$ cat config.mk
export PLATFORM = sky130hd
export DESIGN_NAME = rcpu_uart_tx_flat
export DESIGN_NICKNAME = d
export VERILOG_FILES = /design/src/rtl/rcpu_uart_tx_if.sv /design/src/rtl/rcpu_uart_tx.sv /design/src/flat_wrapper.sv
export SDC_FILE = /design/constraint.sdc
export NUM_CORES = 1
export LEC_CHECK = 0
export ABC_AREA = 1
export CORE_UTILIZATION = 50
export CTS_CLUSTER_DIAMETER = 50
export CTS_CLUSTER_SIZE = 28
export DETAILED_ROUTE_END_ITERATION = 8
export GPL_ROUTABILITY_DRIVEN = 0
export PLACE_DENSITY = 0.79
export SETUP_SLACK_MARGIN = 0.02
export SYNTH_ARGS = -nofsm -noshare
export SYNTH_HDL_FRONTEND = slang
export SYNTH_SLANG_ARGS = --single-unit
export TNS_END_PERCENT = 1
$ cat constraint.sdc
create_clock -name clk -period 3.3 [get_ports clk]
set_clock_uncertainty 0.05 [all_clocks]
set_input_delay 0.66 -clock clk [delete_from_list [all_inputs] [get_ports clk]]
set_output_delay 0.66 -clock clk [all_outputs]
set_load 0.005 [all_outputs]
$ cat src/rtl/rcpu_uart_tx_if.sv
// rcpu_uart_tx_if: RCPU data-bus slice seen by the UART transmitter.
// The master drives address/data/strobes; the slave returns read data and
// its address-match flag so the core can OR-merge several peripherals.
interface rcpu_uart_tx_if;
  logic [31:0] memAddr;
  logic [15:0] memWrite;
  logic        memWE;
  logic        memRE;
  logic [15:0] memRead;
  logic        sel;

  modport master (
    output memAddr, memWrite, memWE, memRE,
    input  memRead, sel
  );

  modport slave (
    input  memAddr, memWrite, memWE, memRE,
    output memRead, sel
  );
endinterface

$ cat src/rtl/rcpu_uart_tx.sv
// rcpu_uart_tx: memory-mapped UART transmitter on the RCPU data bus.
// Written bytes are queued in a circular FIFO and shifted out LSB first at a
// programmable bit period (DIVISOR, 0 treated as 1). Read data is purely
// combinational because the core has no wait-state input.
// Optional parity bit: define UART_TX_PARITY_EN. DIVISOR[15] then selects odd
// parity and the bit period comes from DIVISOR[14:0].
module rcpu_uart_tx #(
  parameter logic [31:0] BASE_ADDR = 32'h0000F000,
  parameter int unsigned DEPTH     = 16,
  parameter logic [15:0] DIV_RESET = 16'd434
) (
  input  logic          clk,
  input  logic          rst,
  rcpu_uart_tx_if.slave bus,
  output logic          txd
);

  localparam int unsigned AW = (DEPTH > 1) ? $clog2(DEPTH) : 1;
  localparam int unsigned CW = AW + 1;

  typedef enum logic [1:0] {
    REG_DATA   = 2'd0,
    REG_STATUS = 2'd1,
    REG_DIV    = 2'd2,
    REG_RSVD   = 2'd3
  } reg_t;

  typedef enum logic [2:0] {
    S_IDLE,
    S_START,
    S_DATA,
`ifdef UART_TX_PARITY_EN
    S_PARITY,
`endif
    S_STOP
  } state_t;

  // Bus decode
  logic        sel_w;
  reg_t        reg_idx;
  logic        wr_en;
  logic        push;
  logic        ovf_clr;
  logic        div_we;

  // FIFO
  logic [7:0]    mem_q [DEPTH];
  logic [AW-1:0] wptr_q;
  logic [AW-1:0] rptr_q;
  logic [CW-1:0] count_q;
  logic          full;
  logic          empty;
  logic          pop;
  logic          accept;
  logic          drop;
  logic          ovf_q;
  logic [7:0]    head;

  // Divisor / period selection
  logic [15:0] div_q;
  logic [15:0] div_raw;
  logic [15:0] div_period;

  // Shifter
  state_t      state_q, state_d;
  logic [15:0] baud_q, baud_d;
  logic [2:0]  bitcnt_q, bitcnt_d;
  logic [7:0]  shift_q, shift_d;
  logic [15:0] period_q, period_d;
  logic        baud_end;
  logic        txd_q, txd_d;
  logic        busy;
  logic [15:0] status;

`ifdef UART_TX_PARITY_EN
  logic par_odd;
  logic par_q, par_d;
`endif

  // Address decode and write strobes
  assign sel_w   = (bus.memAddr[31:2] == BASE_ADDR[31:2]);
  assign bus.sel = sel_w;
  assign reg_idx = reg_t'(bus.memAddr[1:0]);
  assign wr_en   = sel_w & bus.memWE;
  assign push    = wr_en && (reg_idx == REG_DATA);
  assign ovf_clr = wr_en && (reg_idx == REG_STATUS) && bus.memWrite[3];
  assign div_we  = wr_en && (reg_idx == REG_DIV);

  // FIFO status; pop only from IDLE using registered occupancy, so a byte
  // pushed into an empty FIFO is never popped in the same cycle.
  assign full   = (count_q == CW'(DEPTH));
  assign empty  = (count_q == '0);
  assign pop    = (state_q == S_IDLE) && !empty;
  assign accept = push && (!full || pop);
  assign drop   = push && full && !pop;
  assign head   = mem_q[rptr_q];

  // Bit period latched at frame start
`ifdef UART_TX_PARITY_EN
  assign div_raw = {1'b0, div_q[14:0]};
  assign par_odd = div_q[15];
`else
  assign div_raw = div_q;
`endif
  assign div_period = (div_raw == '0) ? 16'd1 : div_raw;

  // FIFO storage (contents need no reset; pointers define validity)
  always_ff @(posedge clk) begin
    if (accept) begin
      mem_q[wptr_q] <= bus.memWrite[7:0];
    end
  end

  // FIFO pointers, occupancy and sticky overflow (a drop beats a clear)
  always_ff @(posedge clk) begin
    if (rst) begin
      wptr_q  <= '0;
      rptr_q  <= '0;
      count_q <= '0;
      ovf_q   <= 1'b0;
    end else begin
      if (accept) begin
        wptr_q <= wptr_q + AW'(1);
      end
      if (pop) begin
        rptr_q <= rptr_q + AW'(1);
      end
      case ({accept, pop})
        2'b10:   count_q <= count_q + CW'(1);
        2'b01:   count_q <= count_q - CW'(1);
        default: count_q <= count_q;
      endcase
      if (drop) begin
        ovf_q <= 1'b1;
      end else if (ovf_clr) begin
        ovf_q <= 1'b0;
      end
    end
  end

  // DIVISOR register
  always_ff @(posedge clk) begin
    if (rst) begin
      div_q <= DIV_RESET;
    end else if (div_we) begin
      div_q <= bus.memWrite;
    end
  end

  // Shifter state register
  always_ff @(posedge clk) begin
    if (rst) begin
      state_q  <= S_IDLE;
      baud_q   <= '0;
      bitcnt_q <= '0;
      shift_q  <= '0;
      period_q <= 16'd1;
      txd_q    <= 1'b1;
`ifdef UART_TX_PARITY_EN
      par_q    <= 1'b0;
`endif
    end else begin
      state_q  <= state_d;
      baud_q   <= baud_d;
      bitcnt_q <= bitcnt_d;
      shift_q  <= shift_d;
      period_q <= period_d;
      txd_q    <= txd_d;
`ifdef UART_TX_PARITY_EN
      par_q    <= par_d;
`endif
    end
  end

  // Shifter next-state: each non-IDLE state lasts period_q clocks per bit
  always_comb begin
    state_d  = state_q;
    baud_d   = baud_q;
    bitcnt_d = bitcnt_q;
    shift_d  = shift_q;
    period_d = period_q;
`ifdef UART_TX_PARITY_EN
    par_d    = par_q;
`endif
    baud_end = (baud_q == (period_q - 16'd1));
    case (state_q)
      S_IDLE: begin
        if (!empty) begin
          state_d  = S_START;
          shift_d  = head;
          period_d = div_period;
          baud_d   = '0;
          bitcnt_d = '0;
`ifdef UART_TX_PARITY_EN
          par_d    = (^head) ^ par_odd;
`endif
        end
      end
      S_START: begin
        if (baud_end) begin
          baud_d  = '0;
          state_d = S_DATA;
        end else begin
          baud_d = baud_q + 16'd1;
        end
      end
      S_DATA: begin
        if (baud_end) begin
          baud_d  = '0;
          shift_d = {1'b0, shift_q[7:1]};
          if (bitcnt_q == 3'd7) begin
            bitcnt_d = '0;
`ifdef UART_TX_PARITY_EN
            state_d  = S_PARITY;
`else
            state_d  = S_STOP;
`endif
          end else begin
            bitcnt_d = bitcnt_q + 3'd1;
          end
        end else begin
          baud_d = baud_q + 16'd1;
        end
      end
`ifdef UART_TX_PARITY_EN
      S_PARITY: begin
        if (baud_end) begin
          baud_d  = '0;
          state_d = S_STOP;
        end else begin
          baud_d = baud_q + 16'd1;
        end
      end
`endif
      S_STOP: begin
        if (baud_end) begin
          baud_d  = '0;
          state_d = S_IDLE;
        end else begin
          baud_d = baud_q + 16'd1;
        end
      end
      default: begin
        state_d = S_IDLE;
        baud_d  = '0;
      end
    endcase
  end

  // Line level derived from the next state so txd changes on the same edge
  // as the state it belongs to, while still coming straight from a flop
  always_comb begin
    txd_d = 1'b1;
    case (state_d)
      S_START:  txd_d = 1'b0;
      S_DATA:   txd_d = shift_d[0];
`ifdef UART_TX_PARITY_EN
      S_PARITY: txd_d = par_d;
`endif
      default:  txd_d = 1'b1;
    endcase
  end

  assign busy = (state_q != S_IDLE);
  assign txd  = txd_q;

  assign status = {8'(count_q), 4'b0000, ovf_q, busy, empty, full};

  // Combinational read-back of pre-edge register values; 0 when unselected
  always_comb begin
    bus.memRead = '0;
    if (sel_w && bus.memRE) begin
      case (reg_idx)
        REG_STATUS: bus.memRead = status;
        REG_DIV:    bus.memRead = div_q;
        default:    bus.memRead = '0;
      endcase
    end
  end

endmodule

$ cat src/flat_wrapper.sv
// flat-port wrapper written by rule: the top's interface ports become plain ports
module rcpu_uart_tx_flat 
#(
  parameter logic [31:0] BASE_ADDR = 32'h0000F000,
  parameter int unsigned DEPTH     = 16,
  parameter logic [15:0] DIV_RESET = 16'd434
)
  (clk, rst, txd, bus_memAddr, bus_memWrite, bus_memWE, bus_memRE, bus_memRead, bus_sel);
  rcpu_uart_tx_if bus_i ();
  input  logic clk;
  input  logic rst;
  output logic txd;
  input wire logic [$bits(bus_i.memAddr)-1:0] bus_memAddr;
  input wire logic [$bits(bus_i.memWrite)-1:0] bus_memWrite;
  input wire logic [$bits(bus_i.memWE)-1:0] bus_memWE;
  input wire logic [$bits(bus_i.memRE)-1:0] bus_memRE;
  output wire logic [$bits(bus_i.memRead)-1:0] bus_memRead;
  output wire logic [$bits(bus_i.sel)-1:0] bus_sel;
  assign bus_i.memAddr = bus_memAddr;
  assign bus_i.memWrite = bus_memWrite;
  assign bus_i.memWE = bus_memWE;
  assign bus_i.memRE = bus_memRE;
  assign bus_memRead = bus_i.memRead;
  assign bus_sel = bus_i.sel;
  rcpu_uart_tx #(.BASE_ADDR(BASE_ADDR), .DEPTH(DEPTH), .DIV_RESET(DIV_RESET)) u_core (.clk(clk), .rst(rst), .bus(bus_i), .txd(txd));
endmodule
==> impl_metrics.py, run 1 <==
metrics = {
    "logic_synthesis": {
        "synthFlopType": "edfxtp_1",
        "synth_mux_area_share_pct": 0,
        "ys_ff_latch": 209,
        "postSynthAreaPerCell_um2": 8.93,
        "yosysUniqueCellTypes": 48,
        "postSynthCellCount": 1107,
        "synth-xor-area-share_pct": 1.47,
        "ys_seq_area_share_pct": 55.3,
        "synth_top_family_by_area": "simple AND/OR/NAND/NOR gates",
        "yosysTopAreaCellShare_pct": 38.9,
        "synthTopCellsByArea": "edfxtp_1 (39%), dfxtp_1 (16%), nor2_1 (6.9%)",
        "netlist_area_um2": 9890,
        "synth_top_area_cell": "edfxtp_1",
        "synth_adder_area_share_pct": 2.10,
        "synth_edf_count": 128,
        "syn_nets": 1175,
        "synthArstFlopShare_pct": 0,
        "synth_simple_gate_area_share_pct": 22.2,
        "yosys_warnings": 0,
        "synth-compound-area-share_pct": 13.5,
        "yosys-top-cells-count": "nor2_1 (182), nand2_1 (175), edfxtp_1 (128)",
        "yosysMostFrequentCell": "nor2_1",
    },
    "global_route": {
        "grt_max_degree": 65,
        "track_usage_pct": 24.0,
        "grt_pass1_wl_um": 38100,
        "grt_overflow": 0,
        "first_global_vias": 7502,
        "grt_antenna_before_repair": 1,
    },
    "timing": {
        "maxSlewHeadroom_pct": 50.3,
        "hold_viol_final": 0,
        "rsz0062_at_grt": "yes",
        "setup_violations": 0,
        "fin_crit_sh_pct": 98.0,
        "max_freq_mhz": 309,
        "finalCriticalPeriod_ps": 3240,
        "slew_viol_final": 0,
        "tightest_slew_ps": 744,
    },
    "placed_design": {
        "place_area_um2": 11000,
        "dp_cells": 1434,
        "port_buffers": 69,
        "hpwl_um": 16100,
    },
    "clocking": {
        "cts-root-buf": "clkbuf_16",
        "holdBufCountCts": 0,
        "cts_tree": "yes",
        "cts_buffers": 18,
        "cts.sinks": 209,
        "cts_buffer_depth": 3,
        "clock_latency_ps": 500,
        "htree_levels": 1,
        "path_clk_slew_ps": 80,
    },
    "setup_path": {
        "arrival_ps": 2530,
        "critPathRequiredTime_ps": 2590,
        "crit_type": "primary input to output pin",
        "cp_max_fo": 2,
        "crit_path_end_kind": "output pin",
        "cp-start-kind": "primary input",
        "r2r_slack_ps": 580,
    },
    "status": {
        "status": "finished, final reports clean",
    },
    "die": {
        "die_area_um2": 20300,
        "die_h_um": 143,
        "initial_core_util_pct": 51.0,
        "die_width_um": 143,
        "row_count": 51,
        "design.core.area_um2": 19400,
        "io_pins": 70,
    },
    "drt": {
        "vias": 8066,
        "dr.pass1.iters": 5,
        "drc_errors": 0,
        "totalWireLength_um": 23800,
        "ant_nets": 0,
        "drtIter0Drc": 873,
        "viasPerCell": 5.49,
        "wl_per_cell_um": 16.2,
    },
    "power": {
        "fin_total_pwr_mw": 8.63,
        "vdd_drop_max_v": 0.000569,
        "powerDensity_nw_per_um2": 739,
        "p_leak_nw": 4.46,
    },
    "cells_and_area": {
        "final_cell_count_no_fill": 1468,
        "antenna_cells": 0,
        "syn_to_final_growth_pct": 18.1,
        "fill_cells": 1604,
        "design_area_um2": 11700,
        "drive_gt1_share_pct": 10.9,
        "layout.nets": 1259,
        "final_core_util_pct": 60.2,
    },
    "min_path": {
        "hold_class": "register to register",
    },
    "flow_run": {
        "maxCapViolations": 0,
    },
}
[cells in the final DEF, fill, tap and decap left out, types with 5 or more instances in the layout]
master and n:
xor2_1 8, a31oi_1 7, o211ai_1 5, nor3_1 7
ha_1 15, nand2_2 16, inv_1 90, o21ai_1 5
o22ai_1 31, dlygate4sd2_1 14, buf_4 37, edfxtp_1 128
o21ai_0 106, clkdlybuf4s50_1 53, nand4_1 11, nor3_2 6
xnor2_1 6, clkbuf_16 19, nand3_1 52, nor2_1 182
nor2_4 7, a211oi_1 12, inv_2 9, nor2_2 11
nor4_1 6, nand3b_1 5, a21oi_1 52, dfxtp_1 80
o221ai_1 6, nand2_1 174
[logic make-up after synthesis]
kind of cell,Yosys count
flip-flops,209
other,1
buffers and inverters,141
adder cells (fa/ha/maj),16
XOR/XNOR,15
AND/OR/NAND/NOR,489
AO/OA/AOI/OAI,236
[through the flow]
step | hold WS (ps) | setup TNS, ps | setup slack [ps]
after floorplan | 389 | 0 | 645
after global placement | 402 | -439 | -63.0
after CTS | 432 | -78.4 | -78.4
after detailed placement | 419 | -779 | -113
final | 428 | 0 | 64.9
after global routing | 452 | -39.7 | -39.7
[critical path: stages]
cell             delay, ps
clkdlybuf4s50_1        390
nor2_1                 110
nand4_1                210
nor4_4                 320
buf_4                  160
buf_4                   90
buf_4                   90
clkdlybuf4s50_1        490
[path summary, 6_finish.rpt]
kind | startpoint | to | cells after the start
min | u_core.shift_q[5] | u_core.shift_q[4] | 2
max reg2reg | u_core.count_q[1] | u_core.count_q[4] | 14
max | bus_memAddr[30] | bus_sel | 8
min reg2reg | u_core.shift_q[5] | u_core.shift_q[4] | 2
[registers in the layout, indices dropped and copies added (netlist names), named ones only]
name / count
u_core.period_q: 16
u_core.mem_q: 128
u_core.ovf_q: 1
u_core.bitcnt_q: 3
u_core.count_q: 5
u_core.state_q: 3
u_core.txd: 1
u_core.shift_q: 8
u_core.rptr_q: 4
u_core.div_q: 16
u_core.baud_q: 16
u_core.wptr_q: 4
[metal layers]
metal	up-vias	global-route usage, %	wire length, µm
li1	3951	-	-
met1	3773	32.6	10400
met2	297	39.7	11200
met4	0	8.38	582
met3	45	2.85	1700
met5	-	0	0
[power breakdown]
group          internal [mW]  switching, mW
registers               2.97          0.214
logic                   1.07           2.16
clock network           1.19           1.02
[timing repair]
action                                  CTS  global route
endpoints found under the setup margin   16             3
pin swaps                                 0             4
gates resized for setup                  20             5
buffers inserted                          0             2
[layout make-up]
| type | instances | area, µm² | share of cell area [%] |
|---|---|---|---|
| Timing Repair Buffer | 106 | 953 | 8.17 |
| Inverter | 99 | 372 | 3.18 |
| Clock buffer | 22 | 487 | 4.17 |
| Tap cell | 265 | 332 | 2.84 |
| Sequential cell | 209 | 5470 | 46.8 |
| Multi-Input combinational cell | 757 | 3920 | 33.6 |
| Clock inverter | 10 | 143 | 1.22 |
Note: power is estimated with default switching activity, not from simulation.
==> run 2, diff against run 1 <==
CORE_UTILIZATION = 40   (was 50)
PLACE_DENSITY = 0.67   (was 0.79)
clock period = 3.21 ns   (was 3.3 ns; I/O delays follow)
==> run 2 against run 1 <==
  * Via count is 0.76% lower
  * Core utilization is 11 points lower
  * Sequential power is 3% higher
  * Combinational power is 4% higher
  * Largest power group unchanged
  * Non-clock buffer count is 3 higher
  * Worst hold slack worse by 13 ps
  * Clock power is 11% higher
==> impl_metrics.py, run 2 (synthesis gave the netlist of run 1 again) <==
metrics = {
    "die": {
        "row_count": 57,
        "die_area_um2": 25300,
        "die_width_um": 159,
        "io_pins": 70,
        "die_h_um": 159,
        "initial_core_util_pct": 40.8,
        "design.core.area_um2": 24200,
    },
    "cells_and_area": {
        "design_area_um2": 11800,
        "top_register": "u_core.mem_q",
        "final_cell_count_no_fill": 1536,
        "final_core_util_pct": 48.9,
        "antenna_cells": 0,
        "final_common_cell": "nor2_1",
        "syn_to_final_growth_pct": 19.8,
        "drive_gt1_share_pct": 11.7,
        "final_cell_mix": "nor2_1 (182), nand2_1 (174), edfxtp_1 (128)",
        "layout.nets": 1265,
        "largest_reg_flops": 128,
    },
    "global_route": {
        "grt_antenna_before_repair": 0,
        "grt_max_degree": 65,
        "grt_pass1_wl_um": 40200,
        "first_global_vias": 7641,
        "track_usage_pct": 19.9,
        "grt_overflow": 0,
    },
    "timing": {
        "fin_setup_tns_ps": 0,
        "setup_violations": 0,
        "fin_crit_sh_pct": 94.8,
        "rsz0062_at_grt": "no",
        "hold_viol_final": 0,
        "tightest_slew_ps": 820,
        "slew_viol_final": 0,
        "max_freq_mhz": 329,
        "finalCriticalPeriod_ps": 3040,
        "setup_ws_ps": 168,
        "maxSlewHeadroom_pct": 45.2,
    },
    "clocking": {
        "cts.sinks": 209,
        "postCtsSetupRepairBufs": 0,
        "clock_latency_ps": 510,
        "path_clk_slew_ps": 60,
        "cts_buffers": 21,
        "cts-root-buf": "clkbuf_16",
        "holdBufCountCts": 0,
        "htree_levels": 1,
        "cts_tree": "yes",
        "cts_buffer_depth": 3,
    },
    "setup_path": {
        "cp_max_fo": 7,
        "crit_family": "simple AND/OR/NAND/NOR gates",
        "arrival_ps": 2350,
        "crit_type": "primary input to output pin",
        "cp-start-kind": "primary input",
        "cp_cell_sequence": "clkdlybuf4s50_1, nor2_1, nand4_1, nor4_4, buf_4, nand2_2, nor3_2, dlygate4sd2_1",
        "crit_slowest_cell": "clkdlybuf4s50_1",
        "crit_path_end_kind": "output pin",
        "critPathRequiredTime_ps": 2520,
        "cp_num_buf_inv": 3,
        "slowest_delay_ps": 400,
    },
    "drt": {
        "wl_per_cell_um": 16.2,
        "drtIter0Drc": 640,
        "totalWireLength_um": 24900,
        "dr.pass1.iters": 5,
        "ant_nets": 0,
        "drc_errors": 0,
        "viasPerCell": 5.21,
        "vias": 8005,
    },
    "power": {
        "powerDensity_nw_per_um2": 768,
        "seqPwrFrac_pct": 36.1,
        "power.switching_mw": 3.55,
        "share_comb_of_total_power_pct": 36.9,
        "switching_share_pct": 39.1,
        "p_clk_share_pct": 27.0,
        "power.internal_mw": 5.54,
        "vdd_drop_max_v": 0.000429,
        "p_leak_nw": 4.56,
    },
    "placed_design": {
        "place_ws_ps": -138,
        "port_buffers": 69,
        "dp_cells": 1498,
        "hpwl_um": 17000,
        "place_area_um2": 11100,
    },
    "flow_run": {
        "maxCapViolations": 0,
    },
    "status": {
        "status": "finished, final reports clean",
    },
    "min_path": {
        "hold_class": "register to register",
    },
}
## run 2: worst min-delay path, stage by stage, from the launching register on
cell,delay [ps]
dfxtp_1,310
nand2_1,60
a21oi_1,50
## run 2: power by group through the flow
stage	Sequential, mW	Clock, mW	Combinational [mW]
detailed placement	3.34	0	3.35
CTS	3.28	2.50	3.37
floorplan	3.27	0	2.45
global placement	3.34	0	3.29
finish	3.29	2.46	3.36
global route	3.31	2.62	3.77
## run 2: per-stage QoR
| step | hold WS, ps | total power, mW |
|---|---|---|
| floorplan | 389 | 5.71 |
| global placement | 401 | 6.63 |
| detailed placement | 405 | 6.69 |
| CTS | 412 | 9.15 |
| global route | 431 | 9.71 |
| finish | 414 | 9.10 |
## run 2: path summary, 6_finish.rpt
check / startpoint / to / slack (ps) / cells past startpoint
worst max register to register: u_core.count_q[1] / u_core.count_q[4] / 620 / 16
worst min register to register: u_core.shift_q[7] / u_core.shift_q[7] / 410 / 2
worst min-delay path: u_core.shift_q[7] / u_core.shift_q[7] / 410 / 2
worst max-delay path: bus_memAddr[27] / bus_memRead[14] / 170 / 8
## run 2: final cells by class
class,instances,area [µm²]
Clock buffer,25,582
Clock inverter,13,118
Tap cell,324,405
Multi-Input combinational cell,757,3920
Fill cell,2317,12400
Timing Repair Buffer,109,985
Sequential cell,209,5470
Inverter,99,372
## run 2: layer usage
layer,vias to the layer above,routed length (µm),GRT usage [%],part of all wire (%)
met5,-,0,0,0
met1,3788,11200,26.7,45
met2,212,11900,33.5,48
met3,34,1360,3.00,5.5
li1,3971,-,-,-
met4,0,507,5.33,2.0
## run 2: timing repair
action | 4_1_cts | 5_1_grt
resized for setup | 20 | 4
pin swaps | 1 | 1
endpoints found under the setup margin | 17 | 3
hold endpoints to repair | 0 | 0
==> run 3, diff against run 2 <==
CORE_MARGIN = 2   (was default)
SETUP_SLACK_MARGIN = 0.05   (was 0.02)
==> run 3 against run 2 <==
  * The flow now finishes with violations (negative setup slack)
  * Worst hold slack improved by 12 ps
  * Via count fell by 0.67%
  * Critical path type unchanged
  * Maximum frequency shrank 7.5%
  * Sequential cell count unchanged
  * Sequential share of layout area shrank 0.40 points
  * Highest routed layer unchanged
  * Largest cell class unchanged
  * Final area rose by 0.88%
  * Power grew 1.6%
  * Critical path depth down 1
  * Core utilization rose by 0.28 points
  * Die area up 2.5%
  * First-iteration DRC count increased by 8.0%
==> impl_metrics.py, run 3 (synthesis gave the netlist of run 1 again) <==
metrics = {
    "die": {
        "die_h_um": 161,
        "row_count": 57,
        "initial_core_util_pct": 40.6,
        "io_pins": 70,
        "design.core.area_um2": 24300,
        "die_area_um2": 26000,
        "die_width_um": 161,
    },
    "setup_path": {
        "timing.rr.start": "u_core.count_q[1]",
        "crit_type": "primary input to output pin",
        "crit_path_start": "bus_memAddr[31]",
        "r2r_slack_ps": 610,
        "critPathCapture": "bus_memRead[4]",
        "reg2reg_to": "u_core.count_q[4]",
        "cp-start-kind": "primary input",
        "arrival_ps": 2600,
        "critPathRequiredTime_ps": 2520,
        "reg2reg_depth": 16,
        "cp_max_fo": 7,
        "crit_path_end_kind": "output pin",
    },
    "cells_and_area": {
        "final_cell_mix": "nor2_1 (181), nand2_1 (174), edfxtp_1 (128)",
        "final_core_util_pct": 49.1,
        "top_register": "u_core.mem_q",
        "syn_to_final_growth_pct": 20.9,
        "final_common_cell": "nor2_1",
        "largest_reg_flops": 128,
        "drive_gt1_share_pct": 12.0,
        "antenna_cells": 0,
        "layout.nets": 1267,
    },
    "power": {
        "powerDensity_nw_per_um2": 774,
        "fin_total_pwr_mw": 9.25,
        "vdd_drop_max_v": 0.000508,
        "p_leak_nw": 4.62,
    },
    "timing": {
        "setup_violations": 5,
        "fin_crit_sh_pct": 102,
        "setup_ws_ps": -79.6,
        "rsz0062_at_grt": "yes",
        "maxSlewHeadroom_pct": 49.2,
        "finalCriticalPeriod_ps": 3290,
        "hold_viol_final": 0,
        "worst_hold_slack_ps": 427,
        "slew_viol_final": 0,
        "fin_setup_tns_ps": -324,
        "tightest_slew_ps": 760,
        "max_freq_mhz": 304,
    },
    "placed_design": {
        "hpwl_um": 17200,
        "port_buffers": 69,
        "place_ws_ps": -153,
    },
    "drt": {
        "drc_errors": 0,
        "totalWireLength_um": 24800,
        "viasPerCell": 5.17,
        "drtIter0Drc": 691,
        "dr.pass1.iters": 5,
        "ant_nets": 0,
        "vias": 7951,
        "wl_per_cell_um": 16.1,
    },
    "global_route": {
        "track_usage_pct": 19.1,
        "grt_max_degree": 65,
        "grt_pass1_wl_um": 39700,
        "grt_antenna_before_repair": 0,
        "first_global_vias": 7563,
        "grt_overflow": 0,
    },
    "min_path": {
        "hold_class": "register to register",
    },
    "status": {
        "violations": "negative setup slack",
        "status": "finished, violations left",
    },
    "clocking": {
        "cts-root-buf": "clkbuf_16",
        "holdBufCountCts": 0,
        "cts_buffer_depth": 3,
        "cts.sinks": 209,
        "cts_tree": "yes",
        "path_clk_slew_ps": 70,
        "htree_levels": 1,
        "clock_latency_ps": 520,
        "cts_buffers": 21,
    },
    "flow_run": {
        "maxCapViolations": 0,
    },
}
## run 3: metal layers
| layer | global-route usage, % | wire length (µm) | vias up |
|---|---|---|---|
| li1 | - | - | 3977 |
| met1 | 26.0 | 11200 | 3726 |
| met2 | 31.6 | 11500 | 210 |
| met3 | 3.00 | 1430 | 38 |
| met4 | 6.05 | 610 | 0 |
| met5 | 0 | 0 | - |
## run 3: final cells by class
class,instances,area (µm²)
fill,2224,12400
sequential,209,5470
multi-input combinational,757,3930
timing repair buffer,111,1030
clock buffer,21,526
tap,324,405
inverter,99,372
clock inverter,17,220
## run 3: critical path: stages
cell,delay [ps]
clkdlybuf4s50_1,400
nor2_1,100
nand4_1,150
nor4_4,380
nand2_2,200
nor3_1,190
clkdlybuf4s50_1,530
## run 3: how the worst min path moves through the flow
stage,slack (ps),cells past startpoint,to,start
after CTS,430,2,u_core.shift_q[7],u_core.shift_q[7]
after detailed placement,420,2,u_core.shift_q[7],u_core.shift_q[7]
final,430,2,u_core.shift_q[7],u_core.shift_q[7]
after floorplan,390,2,u_core.shift_q[7],u_core.shift_q[7]
after global routing,450,2,u_core.shift_q[7],u_core.shift_q[7]
after global placement,400,2,u_core.shift_q[7],u_core.shift_q[7]
## run 3: report_power, final
group	internal, mW	switching (mW)	leakage [nW]
Clock	1.32	1.25	0.356
Sequential	3.05	0.244	1.81
Combinational	1.15	2.23	2.45
## run 3: per-stage QoR
stage               instances  instance area (µm²)
finish                   1538                12000
global route             1538                12000
CTS                      1538                11900
detailed placement       1499                11100
global placement         1499                11100
floorplan                1107                 9890
## run 3: what timing repair did
item	CTS	global route
setup buffers	1	0
resized for setup	6	16
endpoints found under the setup margin	16	16
pin swaps	2	2
